[src/rtl/benes_cfg_loader.sv]
// Benes network configuration loader: shadow bank filled over valid/ready, copied atomically to the active bank.
// Optional build macro BENES_CFG_AUTOSWAP_EN: swap on the last word's edge instead of waiting for swap_en.
module benes_cfg_loader #(
    parameter int SIZE       = 32,
    parameter int SWITCH_NUM = SIZE / 2,
    parameter int STAGE_NUM  = 2 * $clog2(SIZE) - 1
) (
    input  logic                  clk,
    input  logic                  rst,
    input  logic                  cfg_valid,
    output logic                  cfg_ready,
    input  logic [SWITCH_NUM-1:0] cfg_data,
    input  logic                  cfg_last,
    input  logic                  swap_en,
    output logic [SWITCH_NUM-1:0] o_switch_set [0:STAGE_NUM-1],
    output logic                  active_valid,
    output logic                  cfg_done,
    output logic                  cfg_err,
    output logic [0:0]            state_dbg
);

    // Handshake: a word transfers on a rising edge where cfg_valid && cfg_ready;
    // cfg_ready is registered and cfg_data/cfg_last are only sampled on a transfer.

    localparam int IDX_W = (STAGE_NUM > 1) ? $clog2(STAGE_NUM) : 1;
    localparam logic [IDX_W-1:0] LAST_IDX = IDX_W'(STAGE_NUM - 1);

    localparam logic [0:0] LOAD      = 1'b0;
    localparam logic [0:0] WAIT_SWAP = 1'b1;

    logic [0:0]            state;
    logic [IDX_W-1:0]      cfg_idx;
    logic [SWITCH_NUM-1:0] shadow [0:STAGE_NUM-1];

    logic accept;
    logic at_last;
    logic frame_err;
    logic frame_ok_last;

    assign accept        = cfg_valid && cfg_ready;
    assign at_last       = (cfg_idx == LAST_IDX);
    // Error when the last flag disagrees with the index position.
    assign frame_err     = accept && (at_last ^ cfg_last);
    assign frame_ok_last = accept && at_last && cfg_last;
    assign state_dbg     = state;

`ifdef BENES_CFG_AUTOSWAP_EN
    logic unused_swap_en;
    assign unused_swap_en = swap_en;
`endif

    always_ff @(posedge clk or posedge rst) begin
        if (rst) begin
            state        <= LOAD;
            cfg_idx      <= '0;
            cfg_ready    <= 1'b0;
            active_valid <= 1'b0;
            cfg_done     <= 1'b0;
            cfg_err      <= 1'b0;
            for (int k = 0; k < STAGE_NUM; k++) begin
                shadow[k]       <= '0;
                o_switch_set[k] <= '0;
            end
        end else begin
            cfg_done <= 1'b0;
            cfg_err  <= 1'b0;

            if (accept) begin
                shadow[cfg_idx] <= cfg_data;
            end

            if (frame_err) begin
                cfg_idx <= '0;
                cfg_err <= 1'b1;
            end else if (accept && !at_last) begin
                cfg_idx <= cfg_idx + 1'b1;
            end else if (frame_ok_last) begin
                cfg_idx <= '0;
            end

`ifdef BENES_CFG_AUTOSWAP_EN
            state     <= LOAD;
            cfg_ready <= 1'b1;
            // The final stage comes straight from the bus since shadow is written on this same edge.
            if (frame_ok_last) begin
                for (int k = 0; k < STAGE_NUM - 1; k++) begin
                    o_switch_set[k] <= shadow[k];
                end
                o_switch_set[STAGE_NUM-1] <= cfg_data;
                active_valid <= 1'b1;
                cfg_done     <= 1'b1;
            end
`else
            case (state)
                LOAD: begin
                    if (frame_ok_last) begin
                        state     <= WAIT_SWAP;
                        cfg_ready <= 1'b0;
                    end else begin
                        cfg_ready <= 1'b1;
                    end
                end
                WAIT_SWAP: begin
                    cfg_ready <= 1'b0;
                    if (swap_en) begin
                        for (int k = 0; k < STAGE_NUM; k++) begin
                            o_switch_set[k] <= shadow[k];
                        end
                        active_valid <= 1'b1;
                        cfg_done     <= 1'b1;
                        cfg_ready    <= 1'b1;
                        state        <= LOAD;
                    end
                end
                default: begin
                    state     <= LOAD;
                    cfg_ready <= 1'b0;
                end
            endcase
`endif
        end
    end

endmodule

[config.mk]
export PLATFORM = sky130hd
export DESIGN_NAME = benes_cfg_loader
export DESIGN_NICKNAME = d
export VERILOG_FILES = /design/src/rtl/benes_cfg_loader.sv
export SDC_FILE = /design/constraint.sdc
export NUM_CORES = 1
export LEC_CHECK = 0
export CAP_MARGIN = 10
export CELL_PAD_IN_SITES_DETAIL_PLACEMENT = 0
export CELL_PAD_IN_SITES_GLOBAL_PLACEMENT = 1
export CORE_MARGIN = 1.5
export CORE_UTILIZATION = 41
export CTS_CLUSTER_SIZE = 12
export DETAILED_ROUTE_END_ITERATION = 10
export GPL_ROUTABILITY_DRIVEN = 1
export PLACE_DENSITY = 0.88
export SLEW_MARGIN = 0
export SYNTH_ARGS = -nofsm -noshare
export SYNTH_HDL_FRONTEND = slang
export SYNTH_SLANG_ARGS = --single-unit
[constraint.sdc]
create_clock -name clk -period 9.8 [get_ports clk]
set_input_delay 1.96 -clock clk [delete_from_list [all_inputs] [get_ports clk]]
set_output_delay 1.96 -clock clk [all_outputs]
set_load 0.05 [all_outputs]
# Word level (Yosys, flattened, before mapping)
# Index checks and enable logic that the tools add are counted.
[totals]
out_inout_bits = 149
wordCells = 54
ff_bits = 297
input_bits = 21
[op_classes]
n_mux = 14
n_eq_ne = 1
reduce_logical = 9
magnitude_cmp = 2
add_sub_neg = 1
bitwise_logic = 3
[op_table]
columns = ["op", "count"]
rows = [
  ["bitwise mux 144 bit", 1],
  ["demux 16 bit (select 4 bit)", 1],
  ["2-to-1 mux 16 bit", 1],
  ["2-to-1 mux 4 bit", 3],
  ["logical AND 1 bit", 6],
  ["2-to-1 mux 1 bit", 6],
  [">= comparator 5 bit (second input constant)", 1],
  ["< comparator 5 x 1 -> 1 bit (second input constant)", 1],
  ["inverter 4 -> 5 bit", 1],
  ["adder 4 x 1 -> 4 bit (second input constant)", 1],
  ["equality test 4 bit (second input constant)", 1],
  ["one-hot mux 1 bit (2 select lines)", 2],
  ["nonzero test 3 bit", 1],
  ["AND reduction 2 bit", 1],
  ["logical NOT 1 bit", 1],
  ["inverter 1 bit", 1],
  ["bitwise XOR 1 bit", 1],
]

# Depth between registers and ports, before layout
# Gate-level depths: netlist (run 1).
[logic_depth]
ltp_word = 6
depth_mapped = 7
depth_no_buf = 5

# Worst setup path after synthesis (run 1)
# OpenSTA, ideal clock, no wires.
[synth_timing]
path_kind = "in2reg"
from = "in cfg_valid"
to = "reg shadow[128] (netlist bit)"
stages = 5
setup_ps = 125
n_path_buf = 2
setup_slack_ps = 6564
required_ps = 9675
arrival_time_ps = 3111
cell_sequence = "nand2_1 -> buf_6 -> nor4b_4 -> buf_8 -> mux2_4"
[synth_between]
elab_chain_len = 1
[synth_lines]
columns = ["item", "line_no", "source"]
rows = [
  ["from (decl)", "10", "input logic cfg_valid,"],
  ["logical AND 1 bit", "40", "assign accept = cfg_valid && cfg_ready;"],
  ["to (signal, indexed assignment)", "69", "shadow[cfg_idx] <= cfg_data;"],
  ["to (decl)", "33", "logic [SWITCH_NUM-1:0] shadow [0:STAGE_NUM-1];"],
]
# No other way between the ends.
# A chain may end at the register's enable or synchronous reset.

# Final worst setup path (run 1)
[layout_timing]
from = "in swap_en"
to = "reg o_switch_set[34] (netlist bit)"
[layout_between]
elab_chain_len = 1
[layout_lines]
columns = ["item", "line_no", "source"]
rows = [
  ["from (decl)", "14", "input logic swap_en,"],
  ["AND reduction 2 bit (no source line)", "-", ""],
  ["to (signal, indexed assignment)", "107", "o_switch_set[k] <= shadow[k];"],
  ["to (decl)", "15", "output logic [SWITCH_NUM-1:0] o_switch_set [0:STAGE_NUM-1],"],
]
# No other way between the ends.

==> impl_metrics.csv, run 1 <==
group,metric,value,unit
logic_synthesis,synth_area,11400,µm²
worst_setup_path,critical_path.cell_chain,"clkdlybuf4s50_1 -> nand2_2 -> buf_4 -> inv_4 -> buf_4 -> mux2_2",
timing,fmax,244,MHz
global_routing,grt_overflow_total,0,
logic_synthesis,synthesis.nets,686,
placement,pre_cts_ws,5.08,ns
global_routing,antenna_found_initial,0,
clocking,cts-resized-gates,0,
layout,nNetsFinal,865,
logic_synthesis,yosys_warnings,0,
routing,postRouteAntennaNets,0,
routing,dr_total_vias,6054,
clocking,cts_tree,"built",
pwr,p_int,2.26,mW
min_path,hold_class,"flop to flop",
routing,routed_via_density,4.94,
floorplan,rows,60,
timing,period_needed,4.10,ns
logic_synthesis,ys_ff_latch,297,
layout,drive_above_1_share,40.7,%
timing,fin_ws,5.70,ns
layout,syn_to_final_growth,25.7,%
logic_synthesis,syn_avg_cell_area,17.2,µm²
pwr,leakagePower,6.84,nW
timing,setup_viol,0,
clocking,clk_path_buf_depth,3,
worst_setup_path,slowest_stage,"inv_4",
worst_setup_path,endpoint_kind,"flop",
clocking,cts.htree.levels,1,
logic_synthesis,yosysTopAreaCellShare,65.2,%
floorplan,ios,170,
timing,drv_slew,0,
worst_setup_path,path_common_cell,"buf_4",
placement,hpwl,15.2,mm
logic_synthesis,ys_seq_area_share,65.2,%
worst_setup_path,crit_arrival,4.52,ns
floorplan,core,27100,µm²
worst_setup_path,crit_path_max_fanout,62,
clocking,cts_made_buffers,30,
run,drv_cap,0,
pwr,totalPowerFinal,2.93,mW
clocking,insertion_delay,0.54,ns
pwr,p_sw_share,23.0,%
timing,rsz0062_at_grt,"no",
worst_setup_path,rrSetupSlack,7.22,ns
pwr,seqPwrFrac,51.5,%
global_routing,grt_pass1_vias,6355,
logic_synthesis,synthDistinctLibCells,29,
routing,dr.pass1.iters,4,
worst_setup_path,start_kind,"primary input",
routing,avgRoutedWirePerCell,19.4,µm
pwr,peakVddDrop,119,µV
pwr,clkPwrFrac,36.5,%
clocking,clockRootBuffer,"clkbuf_16",
floorplan,fp.dieH,170,µm
logic_synthesis,syn_inst,661,
pwr,power_frac_comb,12.0,%
floorplan,initial_core_util,42.0,%
worst_setup_path,crit_type,"primary input to flop",
global_routing,grt.total_usage,16.7,%
timing,worstMarginPinSlew,1.07,ns
placement,portBuffers,169,
clocking,holdBufCountCts,0,
timing,hold_viol,0,
global_routing,grt_max_degree,83,
timing,max_slew_margin,28.6,%
layout,stdcell_area,14300,µm²
floorplan,die_w,170,µm
floorplan,die-area,28800,µm²
clocking,cts_setup_buffers,0,
logic_synthesis,synthTopCellsByArea,"dfrtp_1 65%, mux2_2 24%, mux2_4 6.2%",
clocking,clk_pin_slew,0.06,ns
global_routing,grt_pass1_wl,37.1,mm
timing,tns,0,ns
run_status,outcome,"finished, final reports clean",
pwr,switching_power,0.676,mW
placement,dpl-instance-area,13400,µm²
worst_setup_path,max_stage_delay,0.71,ns
routing,routed_wl,23.7,mm
layout,fillers,2241,
clocking,cts_sinks,297,
logic_synthesis,yosys.area.top_type,"dfrtp_1",
layout,diodes,0,
worst_setup_path,cp.required,10.22,ns
timing,min_period_over_period,41.9,%
logic_synthesis,synth_edf_count,0,
timing,worst_clock_skew,0.00785,ns
worst_setup_path,crit_family,"buffers and inverters",
routing,initialDrtViolationCount,254,
logic_synthesis,synthArstFlopShare,100,%
routing,drc,0,
placement,gp_congestion,0.722,
pwr,pwr_density_cell,205,nW/µm²
worst_setup_path,critical_path_buf_inv_count,4,
logic_synthesis,synthFlopType,"dfrtp_1",
[placed cells by master, fill, tap and decap left out]
master and n:
ha_1 4, a31oi_1 1, nand2_2 1, buf_4 9, mux2_4 47, dfrtp_1 297, bufinv_16 1, and2b_1 1
or3_2 1, inv_1 4, and3b_4 1, clkinvlp_4 1, nor2_2 2, mux2_2 240, o21ai_0 5, clkdlybuf4s50_1 169
nand2b_1 3, inv_4 1, a31o_2 1, or3_1 2, nor3_4 1, mux2_1 1, clkbuf_1 5, clkinv_2 2
xor2_1 1, clkbuf_16 31, nor4b_4 2, nor2_1 3, nand4bb_1 1, nand2_1 5, xnor2_1 1, clkbuf_8 6
nand3_1 3
[state kept, by name, indices dropped and copies added, names as in the netlist]
register and cells:
o_switch_set 144, shadow 144, cfg_idx 4, active_valid 1, cfg_done 1, cfg_err 1
cfg_ready 1, state_dbg 1
[cells in the mapped netlist (2+ instances only)]
| cell | count |
|---|---|
| dfrtp_1 | 297 |
| mux2_2 | 240 |
| mux2_4 | 47 |
| buf_2 | 16 |
| buf_6 | 6 |
| nand2_1 | 6 |
| inv_1 | 5 |
| o21ai_0 | 5 |
| buf_4 | 4 |
| ha_1 | 4 |
| buf_1 | 3 |
| nand2b_1 | 3 |
| nand3_1 | 3 |
| nor2_1 | 3 |
| buf_8 | 2 |
| nor2_2 | 2 |
| nor4b_4 | 2 |
| or3_1 | 2 |
[per-layer routing]
metal | up-vias | track usage (%) | part of all wire, %
li1 | 2686 | - | -
met1 | 3204 | 23.7 | 46
met2 | 129 | 26.6 | 47
met3 | 35 | 3.19 | 4.7
met4 | 0 | 3.96 | 1.6
met5 | - | 0 | 0
[per-stage QoR]
stage	util [%]	hold WS (ns)	cells
global route	52.9	0.487	1225
CTS	52.9	0.470	1225
global placement	49.5	0.448	1180
floorplan	-	0.452	661
finish	52.9	0.466	1225
detailed placement	49.5	0.452	1180
[logic make-up after synthesis]
group | synth area share (%)
flops | 65.2
mux | 30.0
fa+ha+maj | 0.439
compound gates | 0.351
xor+xnor | 0.154
simple gates | 1.71
buf+inv | 2.12
[power by group through the flow]
| stage | Sequential [mW] | Clock (mW) | Combinational [mW] |
|---|---|---|---|
| 2_1_floorplan | 1.53 | 0 | 0.252 |
| 3_3_place_gp | 1.52 | 0 | 0.342 |
| 3_5_place_dp | 1.53 | 0 | 0.356 |
| 4_1_cts | 1.51 | 1.10 | 0.358 |
| 5_1_grt | 1.54 | 1.16 | 0.379 |
| 6_report | 1.51 | 1.07 | 0.351 |
[worst paths after layout]
path	start	to	cells past startpoint
worst max-delay path	swap_en	o_switch_set[34]$_DFFE_PP0P_	6
worst min-delay path	active_valid$_DFFE_PP0P_	active_valid$_DFFE_PP0P_	1
worst max register to register	state_dbg$_DFF_PP0_	o_switch_set[34]$_DFFE_PP0P_	5
worst min register to register	active_valid$_DFFE_PP0P_	active_valid$_DFFE_PP0P_	1
max in group asynchronous	rst	o_switch_set[67]$_DFFE_PP0P_	4
min in group asynchronous	rst	o_switch_set[140]$_DFFE_PP0P_	3
[final cells by class]
type / instances / area [µm²] / share of cell area, %
Multi-Input combinational cell: 327 / 3720 / 26.0
Clock inverter: 3 / 40.0 / 0.279
Clock buffer: 42 / 877 / 6.12
Timing Repair Buffer: 178 / 1760 / 12.3
Tap cell: 372 / 465 / 3.25
Inverter: 6 / 28.8 / 0.201
Sequential cell: 297 / 7430 / 51.9
Note: power is estimated with default switching activity, not from simulation.
==> inputs of run 2 (changes only) <==
CORE_UTILIZATION = 45   (was 41)
PLACE_DENSITY = 0.91   (was 0.88)
clock period = 3.96 ns   (was 9.8 ns; I/O delays follow)
==> impl_metrics.csv, run 2 (synthesis gave the netlist of run 1 again) <==
group,metric,value,unit
placement,dp_cells,1147,
timing,setup_viol,0,
timing,period_needed,2.57,ns
layout,diodes,0,
clocking,cts_setup_buffers,0,
worst_setup_path,endpoint_kind,"output port",
global_routing,antenna_found_initial,1,
global_routing,grt.total_usage,18.6,%
floorplan,core,25000,µm²
clocking,cts_made_buffers,31,
routing,drc,0,
worst_setup_path,reg2regPathDepth,5,
pwr,peakVddDrop,350,µV
routing,routed_wl,23.6,mm
floorplan,rows,58,
run,drv_cap,0,
layout,nNetsFinal,875,
global_routing,grt_max_degree,105,
routing,initialDrtViolationCount,275,
clocking,cts-resized-gates,0,
layout,final_common_cell,"dfrtp_1",
clocking,insertion_delay,0.54,ns
worst_setup_path,start_kind,"flop",
worst_setup_path,critical_path.cell_chain,"clkdlybuf4s50_1",
routing,avgRoutedWirePerCell,19.7,µm
worst_setup_path,crit_family,"buffers and inverters",
pwr,clkPwrFrac,37.7,%
timing,max_slew_margin,31.6,%
worst_setup_path,cp-startpoint,"cfg_ready$_DFF_PP0_",
layout,syn_to_final_growth,26.7,%
clocking,clk_pin_slew,0.06,ns
min_path,min_from,"active_valid$_DFFE_PP0P_",
run_status,outcome,"finished, final reports clean",
clocking,holdBufCountCts,0,
layout,top_regs,"o_switch_set (144), shadow (144), cfg_idx (4)",
routing,dr.pass1.iters,4,
clocking,clockRootBuffer,"clkbuf_16",
timing,fmax,390,MHz
worst_setup_path,cp.required,3.17,ns
layout,stdcell_area,14400,µm²
pwr,leakagePower,6.92,nW
worst_setup_path,critical_path_buf_inv_count,1,
pwr,p_sw_share,23.0,%
floorplan,initial_core_util,45.5,%
global_routing,grt_pass1_vias,6517,
worst_setup_path,max_stage_delay,0.83,ns
floorplan,die_w,162,µm
timing,hold_viol,0,
layout,fin_cells,1195,
placement,gp_congestion,0.729,
timing,fin_ws,1.39,ns
layout,drive_above_1_share,41.3,%
worst_setup_path,worstReg2RegStart,"cfg_idx[0]$_DFFE_PP0P_",
worst_setup_path,crit_cells,1,
timing,rsz0062_at_grt,"no",
worst_setup_path,slowest_stage,"clkdlybuf4s50_1",
pwr,pwr_density_cell,513,nW/µm²
timing,tns,0,ns
floorplan,die-area,26300,µm²
routing,routed_via_density,5.02,
timing,fin_hold_ws,0.464,ns
pwr,seqPwrFrac,50.5,%
placement,dpl-instance-area,13500,µm²
worst_setup_path,crit_path_max_fanout,4,
timing,drv_slew,0,
placement,pre_cts_ws,1.06,ns
timing,worst_clock_skew,0.00836,ns
clocking,cts_tree,"built",
clocking,cts_sinks,297,
routing,dr_total_vias,6001,
clocking,cts.htree.levels,1,
placement,portBuffers,169,
layout,mostFrequentLayoutCells,"297 x dfrtp_1, 240 x mux2_2, 169 x clkdlybuf4s50_1",
floorplan,ios,170,
min_path,hold_depth,1,
routing,postRouteAntennaNets,0,
pwr,p_int,5.71,mW
pwr,totalPowerFinal,7.41,mW
placement,hpwl,15.2,mm
pwr,power_frac_comb,11.8,%
worst_setup_path,crit_type,"flop to output port",
pwr,switching_power,1.70,mW
floorplan,fp.dieH,162,µm
layout,utilization,57.7,%
global_routing,grt_overflow_total,0,
min_path,hold_class,"flop to flop",
clocking,clk_path_buf_depth,3,
worst_setup_path,crit_arrival,1.77,ns
global_routing,grt_pass1_wl,38.0,mm
timing,min_period_over_period,64.8,%
timing,worstMarginPinSlew,1.03,ns
==> run 2: cell types whose count changed in the layout (fill, tap and decap cells not counted) <==
cell       delta
buf_4         +5
bufinv_16     +2
clkbuf_1      +2
buf_12        +4
clkbuf_8      -2
clkinv_4      +1
==> run 2: power groups by stage <==
stage	logic, mW	clock network (mW)	registers, mW
floorplan	0.625	0	3.78
global placement	0.852	0	3.76
detailed placement	0.885	0	3.79
CTS	0.890	2.86	3.74
global route	0.950	2.99	3.80
finish	0.874	2.79	3.74
==> run 2: layout make-up <==
type / instances / area (µm²)
clock inverter: 6 / 109
sequential: 297 / 7430
tap: 330 / 413
fill: 1971 / 10600
timing repair buffer: 187 / 1880
clock buffer: 42 / 857
inverter: 6 / 28.8
multi-input combinational: 327 / 3720
==> run 2: worst paths after layout <==
path	to	slack (ns)
setup / recovery	cfg_ready	1.39
hold / removal	active_valid$_DFFE_PP0P_	0.46
setup reg to reg	shadow[101]$_DFFE_PP0P_	1.78
min in group asynchronous	shadow[125]$_DFFE_PP0P_	0.71
hold reg to reg	active_valid$_DFFE_PP0P_	0.46
max in group asynchronous	o_switch_set[120]$_DFFE_PP0P_	2.27
==> run 2: layer usage <==
metal,wire length [µm],global-route usage [%],part of all wire (%),vias to the layer above
li1,-,-,-,2708
met1,10700,26.5,46,3135
met2,11500,30.5,49,127
met3,1010,2.81,4.3,31
met4,364,4.00,1.5,0
met5,0,0,0,-
